**config.mk**
```make
export PLATFORM = sky130hd
export DESIGN_NAME = uart_mul
export DESIGN_NICKNAME = d
export VERILOG_FILES = /design/src/rtl/uart_mul.sv
export SDC_FILE = /design/constraint.sdc
export NUM_CORES = 1
export LEC_CHECK = 0
export ABC_CLOCK_PERIOD_IN_PS = 19750
export CORE_ASPECT_RATIO = 0.7
export CORE_MARGIN = 2
export CORE_UTILIZATION = 40
export CTS_CLUSTER_SIZE = 10
export DETAILED_ROUTE_END_ITERATION = 10
export HOLD_SLACK_MARGIN = 0.1
export PLACE_DENSITY_LB_ADDON = 0.12
export SYNTH_ARGS = -nofsm -noshare
export SYNTH_HDL_FRONTEND = slang
export SYNTH_SLANG_ARGS = --single-unit
```
**constraint.sdc**
```tcl
create_clock -name clk -period 19.75 [get_ports clk]
set_input_delay 3.95 -clock clk [delete_from_list [all_inputs] [get_ports clk]]
set_output_delay 3.95 -clock clk [all_outputs]
set_load 0.01 [all_outputs]
```
**src/rtl/uart_mul.sv**
```systemverilog
// uart_mul: UART-attached 32x32 multiplier, big-endian operands and result.
// Define UART_MUL_FULL_PRODUCT_EN to return the full 64-bit product.
module uart_mul #(
    parameter int CLK_FREQ_HZ = 12_000_000,
    parameter int BAUD_RATE   = 115_200
) (
    input  logic clk,
    input  logic rst_n,
    input  logic uart_rx,
    output logic uart_tx,
    output logic busy
);
    localparam int CLKS_PER_BIT = CLK_FREQ_HZ / BAUD_RATE;
    localparam int CW = $clog2(CLKS_PER_BIT);
    localparam logic [CW-1:0] FULL = CW'(CLKS_PER_BIT - 1);
    localparam logic [CW-1:0] HALF = CW'(CLKS_PER_BIT / 2 - 1);
`ifdef UART_MUL_FULL_PRODUCT_EN
    localparam int RW = 64;
    localparam int NBYTES = 8;
`else
    localparam int RW = 32;
    localparam int NBYTES = 4;
`endif
    localparam logic [2:0] LAST = 3'(NBYTES - 1);

    typedef enum logic [1:0] {RX_IDLE, RX_START, RX_DATA, RX_STOP} rx_state_e;
    typedef enum logic [1:0] {ST_COLLECT, ST_MULT, ST_SEND} top_state_e;

    rx_state_e       rx_state_q;
    logic            rx_meta_q, rx_sync_q, rx_prev_q;
    logic [CW-1:0]   rx_cnt_q;
    logic [2:0]      rx_bit_q;
    logic [7:0]      rx_shift_q;
    logic            rx_stb_q;

    top_state_e      st_q;
    logic [63:0]     op_q;
    logic [2:0]      byte_cnt_q;
    logic            busy_q;
    logic [RW-1:0]   res_q;
    logic [RW-1:0]   prod;
    logic [7:0]      tx_data_q;
    logic [3:0]      tx_bit_q;
    logic [CW-1:0]   tx_cnt_q;
    logic [2:0]      tx_byte_q;
    logic            tx_q;

`ifdef UART_MUL_FULL_PRODUCT_EN
    assign prod = 64'(op_q[63:32]) * 64'(op_q[31:0]);
`else
    assign prod = op_q[63:32] * op_q[31:0];
`endif

    always_ff @(posedge clk or negedge rst_n) begin
        if (!rst_n) begin
            rx_meta_q  <= 1'b1;
            rx_sync_q  <= 1'b1;
            rx_prev_q  <= 1'b1;
            rx_state_q <= RX_IDLE;
            rx_cnt_q   <= '0;
            rx_bit_q   <= '0;
            rx_shift_q <= '0;
            rx_stb_q   <= 1'b0;
        end else begin
            rx_meta_q <= uart_rx;
            rx_sync_q <= rx_meta_q;
            rx_prev_q <= rx_sync_q;
            rx_stb_q  <= 1'b0;
            unique case (rx_state_q)
                RX_IDLE: begin
                    if (rx_prev_q && !rx_sync_q) begin
                        rx_state_q <= RX_START;
                        rx_cnt_q   <= '0;
                    end
                end
                RX_START: begin
                    if (rx_cnt_q == HALF) begin
                        rx_cnt_q   <= '0;
                        rx_bit_q   <= '0;
                        // A line already back high here was only a glitch
                        rx_state_q <= rx_sync_q ? RX_IDLE : RX_DATA;
                    end else begin
                        rx_cnt_q <= rx_cnt_q + 1'b1;
                    end
                end
                RX_DATA: begin
                    if (rx_cnt_q == FULL) begin
                        rx_cnt_q   <= '0;
                        rx_shift_q <= {rx_sync_q, rx_shift_q[7:1]};
                        rx_bit_q   <= rx_bit_q + 1'b1;
                        if (rx_bit_q == 3'd7) rx_state_q <= RX_STOP;
                    end else begin
                        rx_cnt_q <= rx_cnt_q + 1'b1;
                    end
                end
                RX_STOP: begin
                    if (rx_cnt_q == FULL) begin
                        rx_cnt_q   <= '0;
                        rx_stb_q   <= rx_sync_q;
                        rx_state_q <= RX_IDLE;
                    end else begin
                        rx_cnt_q <= rx_cnt_q + 1'b1;
                    end
                end
                default: rx_state_q <= RX_IDLE;
            endcase
        end
    end

    always_ff @(posedge clk or negedge rst_n) begin
        if (!rst_n) begin
            st_q       <= ST_COLLECT;
            op_q       <= '0;
            byte_cnt_q <= '0;
            busy_q     <= 1'b0;
            res_q      <= '0;
            tx_data_q  <= '0;
            tx_bit_q   <= '0;
            tx_cnt_q   <= '0;
            tx_byte_q  <= '0;
            tx_q       <= 1'b1;
        end else begin
            unique case (st_q)
                ST_COLLECT: begin
                    if (rx_stb_q) begin
                        op_q   <= {op_q[55:0], rx_shift_q};
                        busy_q <= 1'b1;
                        if (byte_cnt_q == 3'd7) begin
                            byte_cnt_q <= '0;
                            st_q       <= ST_MULT;
                        end else begin
                            byte_cnt_q <= byte_cnt_q + 1'b1;
                        end
                    end
                end
                ST_MULT: begin
                    // Start bit of the first reply byte goes out right away
                    res_q     <= prod << 8;
                    tx_data_q <= prod[RW-1 -: 8];
                    tx_q      <= 1'b0;
                    tx_bit_q  <= '0;
                    tx_cnt_q  <= '0;
                    tx_byte_q <= '0;
                    st_q      <= ST_SEND;
                end
                ST_SEND: begin
                    if (tx_cnt_q != FULL) begin
                        tx_cnt_q <= tx_cnt_q + 1'b1;
                    end else begin
                        tx_cnt_q <= '0;
                        if (tx_bit_q == 4'd9) begin
                            if (tx_byte_q == LAST) begin
                                st_q   <= ST_COLLECT;
                                busy_q <= 1'b0;
                            end else begin
                                tx_byte_q <= tx_byte_q + 1'b1;
                                tx_bit_q  <= '0;
                                tx_q      <= 1'b0;
                                tx_data_q <= res_q[RW-1 -: 8];
                                res_q     <= res_q << 8;
                            end
                        end else begin
                            tx_bit_q <= tx_bit_q + 1'b1;
                            if (tx_bit_q == 4'd8) begin
                                tx_q <= 1'b1;
                            end else begin
                                tx_q      <= tx_data_q[0];
                                tx_data_q <= tx_data_q >> 1;
                            end
                        end
                    end
                end
                default: st_q <= ST_COLLECT;
            endcase
        end
    end

    assign uart_tx = tx_q;
    assign busy    = busy_q;
endmodule

```
[Yosys cells after proc, flatten, opt, wreduce, memory -nomap -nowiden]
Index checks and enable logic that the tools add are counted.
Operators by class
  muxes and demuxes: 52
  multiply operators: 1
  equal/unequal tests: 26
  reduce and logical (&&, ||, !) cells: 17
  add/sub/neg operators: 6
Operator list (number)
  two-way mux 32 bit: 3
  case mux 32 bit (2 select lines): 1
  multiplier 32 x 32 -> 32 bit: 1
  two-way mux 8 bit: 4
  two-way mux 7 bit: 4
  two-way mux 2 bit: 11
  inequality test 2 bit (second input constant): 11
  case mux 7 bit (3 select lines): 1
  two-way mux 3 bit: 6
  case mux 8 bit (2 select lines): 1
  AND reduction 5 bit: 3
  adder 7 x 1 -> 7 bit (second input constant): 2
  case mux 7 bit (2 select lines): 1
  two-way mux 4 bit: 3
  case mux 3 bit (2 select lines): 2
  two-way mux 1 bit: 10
  adder 3 x 1 -> 3 bit (second input constant): 3
  == test 4 bit (second input constant): 2
  case mux 2 bit (4 select lines): 1
  case mux 4 bit (2 select lines): 1
  AND reduction 4 bit: 2
  == test 7 x 6 -> 1 bit (second input constant): 1
  == test 7 bit (second input constant): 1
  inequality test 7 bit (second input constant): 1
  15 further kinds: 26
Word-level totals
  flip-flop bits (word level): 149

[Logic depth before layout (Yosys ltp)]
  depth after elaboration: 5
  depth in mapped cells: 27
  mapped depth without buffers: 24

[Least setup slack after synthesis]
OpenSTA, ideal clock, no wires.
  path type: register to register
  from: register op_q[4]
  to: register tx_data_q[5]
  slack: 12932 ps
  stages on the path, launching flop included: 25
  buffers on the path: 3
  data arrival time: 6696 ps
  data required time: 19628 ps
  period minus slack after synthesis: 6818 ps
  setup time: 122 ps
  path through: dfrtp_1 > clkbuf_1 > clkbuf_1 > nand2_1 > fa_1 > fa_1 > fa_1 > fa_1 > inv_1 > fa_1 > inv_1 > fa_1 > fa_1 > fa_1 > inv_1 > ha_1 > clkbuf_1 > a21oi_1 > o21ai_0 > nor4_1 > o21a_1 > nor3_1 > or4_1 > nand3_1 > a21oi_1
Between the ends
  cells in the longest elaborated chain, start to end: 2
Ends and longest elaborated chain
  from (decl): line 37  | logic [63:0] op_q;
  from (signal assigned): line 126  | op_q <= {op_q[55:0], rx_shift_q};
  multiplier 32 x 32 -> 32 bit: line 51  | assign prod = op_q[63:32] * op_q[31:0];
  case mux 8 bit (2 select lines): line 123  | unique case (st_q)
  to (signal assigned): line 139  | tx_data_q <= prod[RW-1 -: 8];
  to (signal assigned): line 159  | tx_data_q <= res_q[RW-1 -: 8];
  to (signal assigned): line 168  | tx_data_q <= tx_data_q >> 1;
  to (decl): line 42  | logic [7:0] tx_data_q;
No other way between the ends.
A chain may end at the register's enable or synchronous reset.

[Final worst setup path]
  from: register op_q[9]
  to: register tx_data_q[6]
Same word-level chain as after synthesis.

==> results.yml <==
outcome:
  outcome: "complete, no violations"
logic_synthesis:
  yosys_warnings: 0
  ys.flop_type: "dfrtp_1"
  synth_area_leaders: "fa_1 (37%), dfrtp_1 (16%), and2_1 (8.5%)"
  synth.most_common_cell: "fa_1"
  synth_cells: 2280
  synth_common_cells: "fa_1 (408), inv_1 (407), nand2_1 (307)"
  synth.avg_cell_area_um2: 9.59
  synth_edf_count: 0
  synth.top_cell.area_share_pct: 37.3
  syn-num-nets: 2829
  yosysTopAreaCell: "fa_1"
  ys_types: 63
  ys_ff_latch: 141
  ys_seq_area_share_pct: 16.2
  synth.cell_area_um2: 21900
  synthArstFlopShare_pct: 100
clock_network:
  post_cts_resized: 0
  htreeDepth: 4
  clk_pin_slew_worst_paths_ns: 0.07
  cts_num_sinks: 141
  cts_setup_buffers: 0
  clk_latency_ns: 0.48
  cts_root_buffer: "clkbuf_16"
  clk_path_buf_depth: 2
  cts_buffers: 17
  cts_tree: "done"
  hold_buffers: 0
detailed_routing:
  avgRoutedWirePerCell_um: 20.2
  drc: 0
  dr.pass1.iters: 5
  routed_via_density: 5.03
  antenna_left: 0
  drt_iter0_markers: 1042
  routed_wl_mm: 59.6
  dr_total_vias: 14840
timing:
  maxSlewViolCount: 0
  fin_hold_ws_ns: 0.357
  slew_headroom_pct: 31.2
  tightest_slew_ns: 1.03
  setup_violations: 0
  rsz0062_at_grt: "no"
  min_period_ns: 7.54
  clock.fmax_mhz: 133
  finalSetupTns_ns: 0
  finClkSkew_ns: 0.0252
  hold_viol: 0
  period_share_pct: 38.2
floorplan:
  die-area_um2: 56600
  die-height_um: 200
  ioPinCount: 5
  die_width_um: 284
  fp.coreArea_um2: 53800
  num_rows: 71
  start_util_pct: 40.6
power:
  internal_power_uw: 474
  switching_share_pct: 28.2
  clkPwrFrac_pct: 49.6
  combPwrFrac_pct: 4.5
  totalPowerFinal_uw: 661
  p_leak_uw: 0.0113
  seq_power_share_pct: 45.9
  p_switching_uw: 186
  ir_worst_vdd_v: 0.0000518
  powerDensity_nw_per_um2: 28.6
layout:
  syn2layout_area_growth_pct: 5.58
  layout-drive-gt1-share_pct: 6.99
  fill_cells: 5370
  nets: 2755
  final_cell_area_um2: 23100
global_routing:
  grt_usage_pct: 22.5
  grt_overflow: 0
  grt_max_degree: 80
  grt_pass1_vias: 16030
  grt_pass1_wl_mm: 96.2
  antenna_found_initial: 1
worst_hold_path:
  hold_class: "register to register"
  min_to: "rx_sync_q$_DFF_PN1_"
  holdCritStartpoint: "rx_meta_q$_DFF_PN1_"
  min_path_cells: 0
setup_path:
  r2r_end: "tx_data_q[6]$_DFFE_PN0P_"
  required_ns: 20.17
  crit_type: "register to register"
  reg2reg_from: "op_q[9]$_DFFE_PN0P_"
  crit_path_start_kind: "register"
  end_kind: "register"
  crit_arrival_ns: 7.96
  rr_worst_depth: 23
  reg2reg_slack_ns: 12.21
  crit_fanout: 25
placement:
  port_buffers: 4
  hpwl_mm: 46.7
  place_area_um2: 22500
  place.gp.congestion: 0.858
job:
  drv_cap: 0
-- sequential cells by signal, indices dropped and copies added (netlist names), 2 cells and up, named ones only --
register and cells:
byte_cnt_q 3, op_q 64, res_q 24, rx_bit_q 3, rx_cnt_q 7, rx_shift_q 8, st_q 2, tx_bit_q 4
tx_byte_q 3, tx_cnt_q 7, tx_data_q 8
-- logic make-up (layout without fill, tap and decap cells) --
kind of cell | count (synthesis) | after routing | synth area share, %
AOI/OAI and AO/OA | 161 | 161 | 4.66
xor gates and xnor gates | 88 | 88 | 3.59
adders and majority gates | 546 | 546 | 45.2
buffers and inverters | 532 | 471 | 9.32
DFF | 141 | 141 | 16.2
muxes | 86 | 86 | 4.36
other | 0 | 1 | 0
and+or+nand+nor | 726 | 726 | 16.7
-- worst max-delay path: stages (launching register included) --
cell      delay, ns
dfrtp_1        1.02
nand2_1        0.17
fa_1           0.44
inv_1          0.08
fa_1           0.43
fa_1           0.52
inv_1          0.05
fa_1           0.47
inv_1          0.05
fa_1           0.50
inv_1          0.06
fa_1           0.52
inv_1          0.05
fa_1           0.49
fa_1           0.42
ha_1           0.32
o21ai_0        0.11
a21oi_1        0.40
o21ai_0        0.34
nand3_1        0.23
and4b_1        0.29
o211ai_1       0.13
a211o_1        0.31
nand3_1        0.08
-- cell usage in the layout (no fill, tap or decap), drive strengths merged, types with 2 or more instances in the layout --
| cell | instances |
|---|---|
| mux2 | 75 |
| o31ai | 11 |
| o221ai | 3 |
| nand3b | 2 |
| a21o | 9 |
| inv | 416 |
| clkinv | 4 |
| nor2b | 3 |
| o211ai | 6 |
| mux2i | 11 |
| o21ai | 47 |
| a211oi | 8 |
| xnor2 | 66 |
| nor3 | 16 |
| buf | 28 |
| o21a | 4 |
| nand2 | 308 |
| and3 | 3 |
| or4 | 3 |
| ha | 138 |
| nor4 | 4 |
| a31oi | 10 |
| o21bai | 4 |
| or2 | 2 |
| nand4 | 7 |
| and2 | 297 |
| a21boi | 2 |
| or3 | 4 |
| dfrtp | 137 |
| clkbuf | 19 |
| clkdlybuf4s50 | 3 |
| nand3 | 25 |
| a21oi | 46 |
| a41oi | 2 |
| nor2 | 45 |
| dfstp | 4 |
| nand2b | 4 |
| fa | 408 |
| o22ai | 3 |
| xor2 | 21 |
-- worst max path at each step --
stage          slack (ns)                  endpoint                 from
5_1_grt             11.85  tx_data_q[6]$_DFFE_PN0P_  op_q[9]$_DFFE_PN0P_
3_5_place_dp        12.28  tx_data_q[5]$_DFFE_PN0P_  op_q[9]$_DFFE_PN0P_
4_1_cts             12.27  tx_data_q[5]$_DFFE_PN0P_  op_q[9]$_DFFE_PN0P_
3_3_place_gp        12.36  tx_data_q[5]$_DFFE_PN0P_  op_q[3]$_DFFE_PN0P_
6_report            12.21  tx_data_q[6]$_DFFE_PN0P_  op_q[9]$_DFFE_PN0P_
2_1_floorplan       12.93  tx_data_q[5]$_DFFE_PN0P_  op_q[4]$_DFFE_PN0P_
-- power by group through the flow --
stage                     combinational (µW)  clock [µW]  sequential [µW]
after floorplan                         25.7           0              303
after global placement                  29.6           0              309
after detailed placement                30.5           0              309
after CTS                               30.6         337              304
after global routing                    34.6         348              305
final                                   29.6         328              304
-- metrics by stage --
step | utilization [%] | setup slack, ns | cells
2_1_floorplan | - | 12.93 | 2280
3_3_place_gp | 41.8 | 12.36 | 2917
3_5_place_dp | 41.8 | 12.28 | 2917
4_1_cts | 42.9 | 12.27 | 2949
5_1_grt | 42.9 | 11.85 | 2949
6_report | 42.9 | 12.21 | 2950
-- area by class of cell --
class / instances / area, µm² / share of cell area, %
Clock inverter: 13 / 124 / 0.536
Clock buffer: 19 / 443 / 1.92
Inverter: 408 / 1530 / 6.63
Multi-Input combinational cell: 1607 / 16300 / 70.6
Tap cell: 730 / 913 / 3.95
Timing Repair Buffer: 31 / 244 / 1.06
Antenna cell: 1 / 2.50 / 0.0108
Sequential cell: 141 / 3530 / 15.3
-- layer usage --
metal / track usage [%] / wire [µm] / part of all wire [%]
met4: 4.88 / 898 / 1.5
met2: 32.5 / 24800 / 42
met1: 34.2 / 30100 / 50
met5: 0 / 0 / 0
met3: 5.06 / 3780 / 6.3
Power figures use the tool's default switching activity.
